$ cat src/rtl/mem_ctrl.sv
// mem_ctrl: one-at-a-time memory access sequencer (IDLE -> ACCESS -> DONE).
// Ports: CLK, RST(n); CON[2]=rd CON[5]=wr, MAR_IN, MBR_IN, MEM_RDATA, MEM_ACK in;
//        MEM_ADDR, MEM_WDATA, MEM_REQ, MEM_WE, RD_DATA, RD_VALID, BUSY, ERR out.
module mem_ctrl #(
  parameter int unsigned TIMEOUT = 15
) (
  input  logic        CLK,
  input  logic        RST,
  input  logic [31:0] CON,
  input  logic [7:0]  MAR_IN,
  input  logic [15:0] MBR_IN,
  input  logic [15:0] MEM_RDATA,
  input  logic        MEM_ACK,
  output logic [7:0]  MEM_ADDR,
  output logic [15:0] MEM_WDATA,
  output logic        MEM_REQ,
  output logic        MEM_WE,
  output logic [15:0] RD_DATA,
  output logic        RD_VALID,
  output logic        BUSY,
  output logic        ERR
);

  typedef enum logic [1:0] {
    IDLE   = 2'd0,
    ACCESS = 2'd1,
    DONE   = 2'd2
  } state_t;

  state_t      r_state;
  logic [3:0]  r_cnt;
  logic [7:0]  r_mem_addr;
  logic [15:0] r_mem_wdata;
  logic        r_mem_req;
  logic        r_mem_we;
  logic [15:0] r_rd_data;
  logic        r_rd_valid;
  logic        r_busy;
  logic        r_err;

  logic        w_rd_req;
  logic        w_wr_req;
  logic        w_req;
  logic [3:0]  w_cnt_inc;
  logic        w_last_wait;
  logic        w_unused_con;

  assign w_rd_req = CON[2];
  assign w_wr_req = CON[5];
  assign w_req    = w_rd_req | w_wr_req;

  assign w_unused_con = ^{CON[31:6], CON[4:3], CON[1:0]};

  // The counter reaching TIMEOUT on this edge marks the last
  // unacknowledged cycle we are willing to wait.
  assign w_cnt_inc   = r_cnt + 4'd1;
  assign w_last_wait = (w_cnt_inc == 4'(TIMEOUT));

  always_ff @(posedge CLK or negedge RST) begin
    if (!RST) begin
      r_state     <= IDLE;
      r_cnt       <= 4'd0;
      r_mem_addr  <= 8'd0;
      r_mem_wdata <= 16'd0;
      r_mem_req   <= 1'b0;
      r_mem_we    <= 1'b0;
      r_rd_data   <= 16'd0;
      r_rd_valid  <= 1'b0;
      r_busy      <= 1'b0;
      r_err       <= 1'b0;
    end else begin
      case (r_state)
        // The DONE exit edge behaves like IDLE so back-to-back
        // requests see only one dead cycle on MEM_REQ; CON seen
        // on the acknowledge edge itself is dropped.
        IDLE, DONE: begin
          r_rd_valid <= 1'b0;
          if (w_req) begin
            r_state    <= ACCESS;
            r_mem_addr <= MAR_IN;
            if (w_wr_req) begin
              r_mem_wdata <= MBR_IN;
            end
            r_mem_req <= 1'b1;
            r_mem_we  <= w_wr_req;
            r_cnt     <= 4'd0;
            r_err     <= 1'b0;
            r_busy    <= 1'b1;
          end else begin
            r_state <= IDLE;
            r_busy  <= 1'b0;
          end
        end
        ACCESS: begin
          if (MEM_ACK) begin
            // Acknowledge wins over a simultaneous timeout.
            r_state   <= DONE;
            r_mem_req <= 1'b0;
            r_mem_we  <= 1'b0;
            if (!r_mem_we) begin
              r_rd_data  <= MEM_RDATA;
              r_rd_valid <= 1'b1;
            end
          end else if (w_last_wait) begin
            r_state   <= DONE;
            r_cnt     <= w_cnt_inc;
            r_mem_req <= 1'b0;
            r_mem_we  <= 1'b0;
            r_err     <= 1'b1;
          end else begin
            r_cnt <= w_cnt_inc;
          end
        end
        default: begin
          r_state   <= IDLE;
          r_mem_req <= 1'b0;
          r_mem_we  <= 1'b0;
          r_busy    <= 1'b0;
        end
      endcase
    end
  end

  assign MEM_ADDR  = r_mem_addr;
  assign MEM_WDATA = r_mem_wdata;
  assign MEM_REQ   = r_mem_req;
  assign MEM_WE    = r_mem_we;
  assign RD_DATA   = r_rd_data;
  assign RD_VALID  = r_rd_valid;
  assign BUSY      = r_busy;
  assign ERR       = r_err;

endmodule

$ cat config.mk
export PLATFORM = sky130hd
export DESIGN_NAME = mem_ctrl
export DESIGN_NICKNAME = d
export VERILOG_FILES = /design/src/rtl/mem_ctrl.sv
export SDC_FILE = /design/constraint.sdc
export NUM_CORES = 1
export LEC_CHECK = 0
export CAP_MARGIN = 20
export CORE_ASPECT_RATIO = 0.7
export CORE_UTILIZATION = 40
export DETAILED_ROUTE_END_ITERATION = 10
export PLACE_DENSITY = 0.82
export SLEW_MARGIN = 20
export SYNTH_ARGS = -nofsm -noshare
export SYNTH_HDL_FRONTEND = slang
export SYNTH_SLANG_ARGS = --single-unit
$ cat constraint.sdc
create_clock -name CLK -period 3.8 [get_ports CLK]
set_input_delay 0.76 -clock CLK [delete_from_list [all_inputs] [get_ports CLK]]
set_output_delay 0.76 -clock CLK [all_outputs]
set_load 0.03 [all_outputs]
==> impl_metrics.ini, run 1 <==
[timing]
max_clock_freq_mhz = 466
post-route-period-util_pct = 56.5
timing.slew.headroom_pct = 51.0
number_of_pins_exceeding_their_max_slew_limit_in_the_final_report = 0
finalCriticalPeriod_ns = 2.15
setup_viol_count_final = 0
final_count_of_hold_timing_violations = 0
worst_clock_skew_ns = 0.00504
setup_tns_final_ns = 0
unrepaired_setup_endpoints_after_global_routing = no
tightestPinTransition_ns = 0.735

[setup_path]
worst_setup_path_end_kind = output pin
timing.reg2reg.worst_path_depth = 4
regToRegEndpoint = MEM_WE
cpLargestDelayFamily = buffers and inverters
worstSetupStartpoint = MEM_WE
rrSetupSlack_ns = 2.20
setup.worst_path.start_class = flip-flop
critical_path_class = reg -> out
critical_path_peak_fanout = 4
worst_ep_required_time_ns = 3.04
arrival_ns = 1.39
cpMaxStageDelayCell = sky130_fd_sc_hd__clkdlybuf4s50_1
largest_stage_delay_on_the_critical_path_ns = 0.70
worstPathBufferInverterCount = 1
worst_r2r_startpoint = r_cnt[0]
cp_cell_sequence = clkdlybuf4s50_1

[floorplanning]
coreArea_um2 = 4860
fp.dieArea_um2 = 5430
dieHeight_um = 62.0
rows = 21
floorplan.die.width_um = 87.7
ioPinCount = 120
initial_utilization_pct = 42.3

[run_status]
outcome = finished, final reports clean

[route]
routedWlPerCell_um = 13.8
first_pass_iters = 4
drt_drc_violations_left = 0
drt-vias-per-instance = 4.78
totalWireLength_um = 4220
number_of_nets_still_failing_antenna_checks_after_routing = 0
drt_iter0_markers = 39
dr_total_vias = 1459

[clocking]
cts_hold_buf = 0
numCtsBuffers = 5
clock_insertion_delay_worst_skew_ns = 0.30
h-tree-depth = 2
clock-sinks = 51
cts_root_buffer = sky130_fd_sc_hd__clkbuf_8
ctsResizeCount = 0
cts_tree = yes
clockBufferDepth = 2
post_cts_buffers = 0
clk_transition_reported_paths_ns = 0.09

[synthesis]
synthesized_area_um2 = 2060
syn_area_per_cell_um2 = 14.5
ys_seq_elements = 51
fraction_of_registers_with_async_set_or_reset_after_synthesis_pct = 100
synth_edf_count = 0
synth_top_flop_cell = sky130_fd_sc_hd__dfrtp_1
yosysWarnings = 0
syn_nets = 219
netlist-cell-type-count = 31
seq_area_frac_synth_pct = 62.1
post_syn_instances = 142

[power_and_ir_drop]
total_power_w = 0.00269
power.leakage_nw = 1.29
pwr_density_cell_nw_per_um2 = 868
vdd_drop_max_mv = 0.405

[layout]
finalNonFillerCells = 305
num_antenna_cells = 0
nets = 312
layout_commonest_cell = sky130_fd_sc_hd__clkdlybuf4s50_1
commonest_non_fill_non_tap_cells_in_the_layout = sky130_fd_sc_hd__clkdlybuf4s50_1 (88), sky130_fd_sc_hd__dfrtp_1 (51), sky130_fd_sc_hd__mux2_2 (40)
drive_gt1_share_pct = 24.2
areaGrowthSynthToFinish_pct = 50.5

[hold_path]
min_to = RD_VALID
hold_path.class = reg -> reg
hp-start = RD_VALID
hold_path_cells = 1

[placed_design]
port_buffers = 89
routabilityCongestion = 0.769
post-place-cells = 297
dp.final_hpwl_um = 3160

[global_routing]
grt_antenna_before_repair = 0
grt_start_max_net_pins = 34
grt_first_pass_wirelength_um = 6260
first_global_vias = 1377
overflow = 0
grt_use_total_pct = 15.6

[flow_run]
drv_cap = 0
-- per-stage QoR --
| step | worst slack (ns) | cell area [µm²] | hold slack (ns) | util, % |
|---|---|---|---|---|
| after CTS | 1.65 | 3090 | 0.493 | 63.6 |
| after floorplan | 2.07 | 2060 | 0.461 | - |
| after detailed placement | 1.41 | 3010 | 0.472 | 61.9 |
| after global placement | 1.42 | 3010 | 0.464 | 61.9 |
| final | 1.65 | 3090 | 0.487 | 63.6 |
| after global routing | 1.62 | 3090 | 0.509 | 63.6 |
-- layer usage --
layer  part of all wire (%)  wire (µm)  up-vias  GRT usage [%]
met5                      0          0        -              0
met1                     45       1890      695           19.3
met3                     11        463        2           7.13
li1                       -          -      688              -
met4                   0.38         16        0           5.85
met2                     44       1850       74           24.4
-- flip-flops by register name (all words and copies together), names as in the netlist --
register / count
BUSY: 1
ERR: 1
MEM_ADDR: 8
MEM_REQ: 1
MEM_WDATA: 16
MEM_WE: 1
RD_DATA: 16
RD_VALID: 1
r_cnt: 4
r_state: 2
-- final cells by class --
cell class              count  area [µm²]
repair buffers             92         908
fillers                   380        1770
multi-input cells          81         723
well taps                  69        86.3
inverters                   4        15.0
flip-flops and latches     51        1280
clock buffers               5        68.8
clock inverters             3        15.0
-- where the power goes --
part	total (W)	switching, W	internal (W)	leakage, nW
clock network	0.000298	0.000171	0.000126	0.0477
logic	0.00145	0.000757	0.000691	0.634
registers	0.000940	0.000144	0.000796	0.611
-- cell usage after synthesis, drive strengths merged (2+ instances only) --
| cell | instances | area (µm²) |
|---|---|---|
| nand2 | 6 | 22.5 |
| a21oi | 3 | 18.8 |
| o21bai | 2 | 15.0 |
| buf | 6 | 41.3 |
| mux2 | 40 | 450 |
| o21ai | 7 | 35.0 |
| dfrtp | 51 | 1280 |
| inv | 4 | 15.0 |
| nor2 | 4 | 15.0 |
| ha | 2 | 25.0 |
-- worst max path at each step --
stage | endpoint | slack, ns | cells after the start
2_1_floorplan | RD_DATA[10] | 2.07 | 4
3_3_place_gp | RD_DATA[11] | 1.42 | 3
3_5_place_dp | RD_DATA[6] | 1.41 | 3
4_1_cts | MEM_WE | 1.65 | 1
5_1_grt | MEM_WE | 1.62 | 1
6_report | MEM_WE | 1.65 | 1
-- cell families (layout without fill, tap and decap cells) --
| group | Yosys count | after routing | share of synthesized area, % |
|---|---|---|---|
| AO/OA/AOI/OAI | 18 | 18 | 5.66 |
| XOR/XNOR | 1 | 1 | 0.426 |
| adder cells (fa/ha/maj) | 2 | 2 | 1.22 |
| buffers and inverters | 10 | 104 | 2.74 |
| flip-flops | 51 | 51 | 62.1 |
| multiplexers | 40 | 40 | 21.9 |
| AND/OR/NAND/NOR | 20 | 20 | 5.97 |
Note: power is estimated with default switching activity, not from simulation.
==> run 2, diff against run 1 <==
--- a/config.mk
+++ b/config.mk
@@ -7,9 +7,9 @@
 export LEC_CHECK = 0
 export CAP_MARGIN = 20
 export CORE_ASPECT_RATIO = 0.7
-export CORE_UTILIZATION = 40
+export CORE_UTILIZATION = 37
 export DETAILED_ROUTE_END_ITERATION = 10
-export PLACE_DENSITY = 0.82
+export PLACE_DENSITY = 0.77
 export SLEW_MARGIN = 20
 export SYNTH_ARGS = -nofsm -noshare
 export SYNTH_HDL_FRONTEND = slang
==> constraint.sdc (replaced) <==
create_clock -name CLK -period 2.1 [get_ports CLK]
set_input_delay 0.42 -clock CLK [delete_from_list [all_inputs] [get_ports CLK]]
set_output_delay 0.42 -clock CLK [all_outputs]
set_load 0.03 [all_outputs]
==> run 2 against run 1 <==
Compared with the run above:
- clock power increased by 87%
- hold slack got worse by 0.37 ns
- power increased by 83%
- flip-flop and latch count unchanged
- first-iteration DRC count increased by 56%
- via count decreased by 0.82%
- non-clock buffer count increased by 1
- final cell count increased by 1.3%
- final area increased by 1.2%
- wire length increased by 2.4%
- die area increased by 7.9%
==> impl_metrics.ini, run 2 (same netlist as run 1, synthesis figures left out) <==
[layout]
areaGrowthSynthToFinish_pct = 52.3
commonest_non_fill_non_tap_cells_in_the_layout = sky130_fd_sc_hd__clkdlybuf4s50_1 (88), sky130_fd_sc_hd__dfrtp_1 (51), sky130_fd_sc_hd__mux2_2 (40)
num_antenna_cells = 0
num-fill-cells = 437
drive_gt1_share_pct = 24.1
nets = 313
post_layout_instance_area_um2 = 3130
finalNonFillerCells = 309
layout_commonest_cell = sky130_fd_sc_hd__clkdlybuf4s50_1

[setup_path]
cpLargestDelayFamily = buffers and inverters
worst_setup_path_end_kind = output pin
worst_ep_required_time_ns = 1.68
timing.reg2reg.worst_path_depth = 4
setup.worst_path.start_class = flip-flop
worst_r2r_startpoint = r_cnt[0]
rrSetupSlack_ns = 0.54
largest_stage_delay_on_the_critical_path_ns = 0.69
cp_cell_sequence = clkdlybuf4s50_1
regToRegEndpoint = MEM_WE
worstPathBufferInverterCount = 1
critical_path_class = reg -> out
cpMaxStageDelayCell = sky130_fd_sc_hd__clkdlybuf4s50_1
critical_path_peak_fanout = 4
arrival_ns = 1.39

[clocking]
cts_tree = yes
cts_hold_buf = 0
cts_root_buffer = sky130_fd_sc_hd__clkbuf_8
clk_transition_reported_paths_ns = 0.09
clock-sinks = 51
ctsResizeCount = 0
numCtsBuffers = 5
post_cts_buffers = 0
clock_insertion_delay_worst_skew_ns = 0.30
clockBufferDepth = 2
h-tree-depth = 2

[route]
drt_drc_violations_left = 0
number_of_nets_still_failing_antenna_checks_after_routing = 0
totalWireLength_um = 4320
drt-vias-per-instance = 4.68
routedWlPerCell_um = 14.0
first_pass_iters = 4
drt_iter0_markers = 61
dr_total_vias = 1447

[timing]
timing.slew.headroom_pct = 59.6
worst_clock_skew_ns = 0.00478
max_clock_freq_mhz = 553
post-route-period-util_pct = 86.1
final_count_of_hold_timing_violations = 0
number_of_pins_exceeding_their_max_slew_limit_in_the_final_report = 0
unrepaired_setup_endpoints_after_global_routing = no
tightestPinTransition_ns = 0.606
setup_tns_final_ns = 0
finalCriticalPeriod_ns = 1.81
setup_viol_count_final = 0

[floorplanning]
rows = 22
coreArea_um2 = 5290
initial_utilization_pct = 38.9
floorplan.die.width_um = 91.1
fp.dieArea_um2 = 5860
dieHeight_um = 64.4
ioPinCount = 120

[power_and_ir_drop]
pwr-share-clk_pct = 11.4
power.leakage_nw = 1.30
total_power_w = 0.00491
power_frac_comb_pct = 53.9
p_switching_w = 0.00197
power.share.sequential_pct = 34.7
internal-power_w = 0.00295
power.switching_fraction_pct = 40.0
vdd_drop_max_mv = 0.790
pwr_density_cell_nw_per_um2 = 1570

[global_routing]
grt_use_total_pct = 15.6
overflow = 0
grt_start_max_net_pins = 27
first_global_vias = 1436
grt_first_pass_wirelength_um = 6980
grt_antenna_before_repair = 0

[flow_run]
drv_cap = 0

[placed_design]
post-place-cells = 301
routabilityCongestion = 0.791
placed_area_um2 = 3050
port_buffers = 89
dp.final_hpwl_um = 3090

[run_status]
outcome = finished, final reports clean

[hold_path]
hold_path.class = in -> async
## run 2: cell count changes in the layout (fill, tap and decap cells not counted), sizes merged
cell      previous run  this run
clkinvlp             0         1
clkinv               3         1
buf                  4         5
clkbuf               5         6
## run 2: metal layers
layer  vias up  track usage, %  part of all wire [%]
li1        687               -                     -
met1       678            22.6                    50
met2        77            21.7                    40
met3         5            5.83                   9.2
met4         0            4.17                  0.88
met5         -               0                     0
## run 2: worst max path at each step
stage / from / slack, ns / depth (start not counted) / end
after floorplan: MEM_WE / 0.52 / 4 / RD_DATA[10]
after global placement: MEM_ACK / 0.21 / 4 / RD_DATA[9]
after detailed placement: MEM_ACK / 0.18 / 4 / RD_DATA[0]
after CTS: MEM_WE / 0.27 / 1 / MEM_WE
after global routing: MEM_WE / 0.23 / 1 / MEM_WE
final: MEM_WE / 0.29 / 1 / MEM_WE
## run 2: power groups by stage
stage	registers, W	logic, W	clock network (W)
6_report	0.00171	0.00265	0.000558
5_1_grt	0.00178	0.00278	0.000613
4_1_cts	0.00171	0.00267	0.000573
3_5_place_dp	0.00173	0.00267	0
3_3_place_gp	0.00170	0.00264	0
2_1_floorplan	0.00256	0.000698	0
## run 2: area by class of cell
type	count	area (µm²)	area share, %
Tap cell	72	90.1	2.88
Multi-Input combinational cell	81	723	23.1
Clock inverter	2	12.5	0.400
Timing Repair Buffer	93	941	30.1
Sequential cell	51	1280	40.8
Inverter	4	15.0	0.480
Clock buffer	6	72.6	2.32
## run 2: metrics by stage
| step | hold slack (ns) | worst slack [ns] | util [%] |
|---|---|---|---|
| 2_1_floorplan | 0.124 | 0.515 | - |
| 3_5_place_dp | 0.469 | 0.182 | 57.6 |
| 5_1_grt | 0.165 | 0.226 | 59.2 |
| 3_3_place_gp | 0.466 | 0.211 | 57.6 |
| 6_report | 0.119 | 0.293 | 59.2 |
| 4_1_cts | 0.137 | 0.273 | 59.2 |
==> run 3, diff against run 2 <==
--- a/config.mk
+++ b/config.mk
@@ -7,10 +7,11 @@
 export LEC_CHECK = 0
 export CAP_MARGIN = 20
 export CORE_ASPECT_RATIO = 0.7
-export CORE_UTILIZATION = 37
+export CORE_UTILIZATION = 36
 export DETAILED_ROUTE_END_ITERATION = 10
-export PLACE_DENSITY = 0.77
+export PLACE_DENSITY = 0.75
 export SLEW_MARGIN = 20
 export SYNTH_ARGS = -nofsm -noshare
 export SYNTH_HDL_FRONTEND = slang
 export SYNTH_SLANG_ARGS = --single-unit
+export TNS_END_PERCENT = 20
==> constraint.sdc (replaced) <==
create_clock -name CLK -period 2.3 [get_ports CLK]
set_input_delay 0.46 -clock CLK [delete_from_list [all_inputs] [get_ports CLK]]
set_output_delay 0.46 -clock CLK [all_outputs]
set_load 0.03 [all_outputs]
==> run 3 against run 2 <==
Compared with the run above:
- core utilization is 0.98 points lower
- sequential share of layout area hardly changed
- highest routed layer unchanged
- global-route usage is 0.11 points higher
- sequential power is 9% lower
- non-clock buffer count stayed put
- critical path type unchanged
==> impl_metrics.ini, run 3 (same netlist as run 1, synthesis figures left out) <==
[setup_path]
timing.reg2reg.worst_path_depth = 4
worst_ep_required_time_ns = 1.84
rrSetupSlack_ns = 0.75
setup.worst_path.start_class = flip-flop
cp_cell_sequence = clkdlybuf4s50_1
arrival_ns = 1.38
cpMaxStageDelayCell = sky130_fd_sc_hd__clkdlybuf4s50_1
critical_path_class = reg -> out
cpLargestDelayFamily = buffers and inverters
worst_r2r_startpoint = r_cnt[0]
worst_setup_path_end_kind = output pin
worstPathBufferInverterCount = 1
regToRegEndpoint = MEM_WE
largest_stage_delay_on_the_critical_path_ns = 0.70
critical_path_peak_fanout = 4

[clocking]
clock_insertion_delay_worst_skew_ns = 0.29
numCtsBuffers = 5
clockBufferDepth = 2
cts_tree = yes
cts_hold_buf = 0
ctsResizeCount = 0
clk_transition_reported_paths_ns = 0.09
clock-sinks = 51
cts_root_buffer = sky130_fd_sc_hd__clkbuf_8
h-tree-depth = 2
post_cts_buffers = 0

[timing]
tightestPinTransition_ns = 0.690
post-route-period-util_pct = 80.1
worst_clock_skew_ns = 0.00246
timing.slew.headroom_pct = 54.0
number_of_pins_exceeding_their_max_slew_limit_in_the_final_report = 0
max_clock_freq_mhz = 543
finalCriticalPeriod_ns = 1.84
final_count_of_hold_timing_violations = 0
unrepaired_setup_endpoints_after_global_routing = no
setup_tns_final_ns = 0
setup_viol_count_final = 0

[global_routing]
grt_use_total_pct = 15.7
grt_first_pass_wirelength_um = 7200
grt_antenna_before_repair = 0
overflow = 0
grt_start_max_net_pins = 30
first_global_vias = 1568

[hold_path]
hold_path.class = in -> async

[layout]
drive_gt1_share_pct = 23.6
commonest_non_fill_non_tap_cells_in_the_layout = sky130_fd_sc_hd__clkdlybuf4s50_1 (88), sky130_fd_sc_hd__dfrtp_1 (51), sky130_fd_sc_hd__mux2_2 (40)
nets = 313
postLayoutCoreUtil_pct = 58.3
layout_commonest_cell = sky130_fd_sc_hd__clkdlybuf4s50_1
areaGrowthSynthToFinish_pct = 52.1
num_antenna_cells = 0

[floorplanning]
initial_utilization_pct = 38.3
fp.dieArea_um2 = 6020
rows = 22
floorplan.die.width_um = 92.3
coreArea_um2 = 5370
dieHeight_um = 65.2
ioPinCount = 120

[route]
drt_iter0_markers = 25
dr_total_vias = 1465
routedWlPerCell_um = 14.2
first_pass_iters = 3
totalWireLength_um = 4400
number_of_nets_still_failing_antenna_checks_after_routing = 0
drt-vias-per-instance = 4.74
drt_drc_violations_left = 0

[placed_design]
routabilityCongestion = 0.733
port_buffers = 89
dp.final_hpwl_um = 3270

[power_and_ir_drop]
internal-power_w = 0.00269
power.share.sequential_pct = 35.0
power_frac_comb_pct = 54.2
vdd_drop_max_mv = 0.590
pwr_density_cell_nw_per_um2 = 1430
p_switching_w = 0.00177
pwr-share-clk_pct = 10.8
power.switching_fraction_pct = 39.7
power.leakage_nw = 1.30

[run_status]
outcome = finished, final reports clean

[flow_run]
drv_cap = 0
## run 3: area by class of cell
class                   count  area (µm²)
clock buffers               7        76.3
clock inverters             1        5.00
fillers                   483        2240
inverters                   4        15.0
multi-input cells          81         723
flip-flops and latches     51        1280
well taps                  72        90.1
repair buffers             93         941
## run 3: routing by layer
| metal | wire length, µm | part of all wire (%) | GRT usage [%] |
|---|---|---|---|
| met1 | 2060 | 47 | 19.5 |
| met2 | 1850 | 42 | 24.8 |
| met3 | 451 | 10 | 6.83 |
| met4 | 38 | 0.86 | 4.88 |
| met5 | 0 | 0 | 0 |
## run 3: how the worst max path moves through the flow
stage / start / endpoint / slack, ns / cells past startpoint
floorplan: MEM_WE / RD_DATA[10] / 0.72 / 4
global placement: MEM_ACK / RD_DATA[0] / 0.37 / 4
detailed placement: MEM_ACK / RD_DATA[10] / 0.36 / 4
CTS: MEM_WE / MEM_WE / 0.44 / 1
global route: MEM_WE / MEM_WE / 0.40 / 1
finish: MEM_WE / MEM_WE / 0.46 / 1
## run 3: through the flow
stage                     hold slack [ns]  std cells  worst slack (ns)  instance area [µm²]  total power [W]
after floorplan                     0.164        142             0.715                 2060          0.00298
after global placement              0.466        301             0.374                 3050          0.00397
after detailed placement            0.467        301             0.360                 3050          0.00402
after CTS                           0.219        309             0.438                 3130          0.00452
after global routing                0.242        309             0.404                 3130          0.00474
final                               0.206        309             0.458                 3130          0.00446
## run 3: power groups by stage
| stage | logic (W) | clock network [W] | registers, W |
|---|---|---|---|
| 6_report | 0.00242 | 0.000484 | 0.00156 |
| 5_1_grt | 0.00255 | 0.000551 | 0.00163 |
| 4_1_cts | 0.00245 | 0.000513 | 0.00156 |
| 3_5_place_dp | 0.00244 | 0 | 0.00158 |
| 3_3_place_gp | 0.00241 | 0 | 0.00155 |
| 2_1_floorplan | 0.000637 | 0 | 0.00234 |
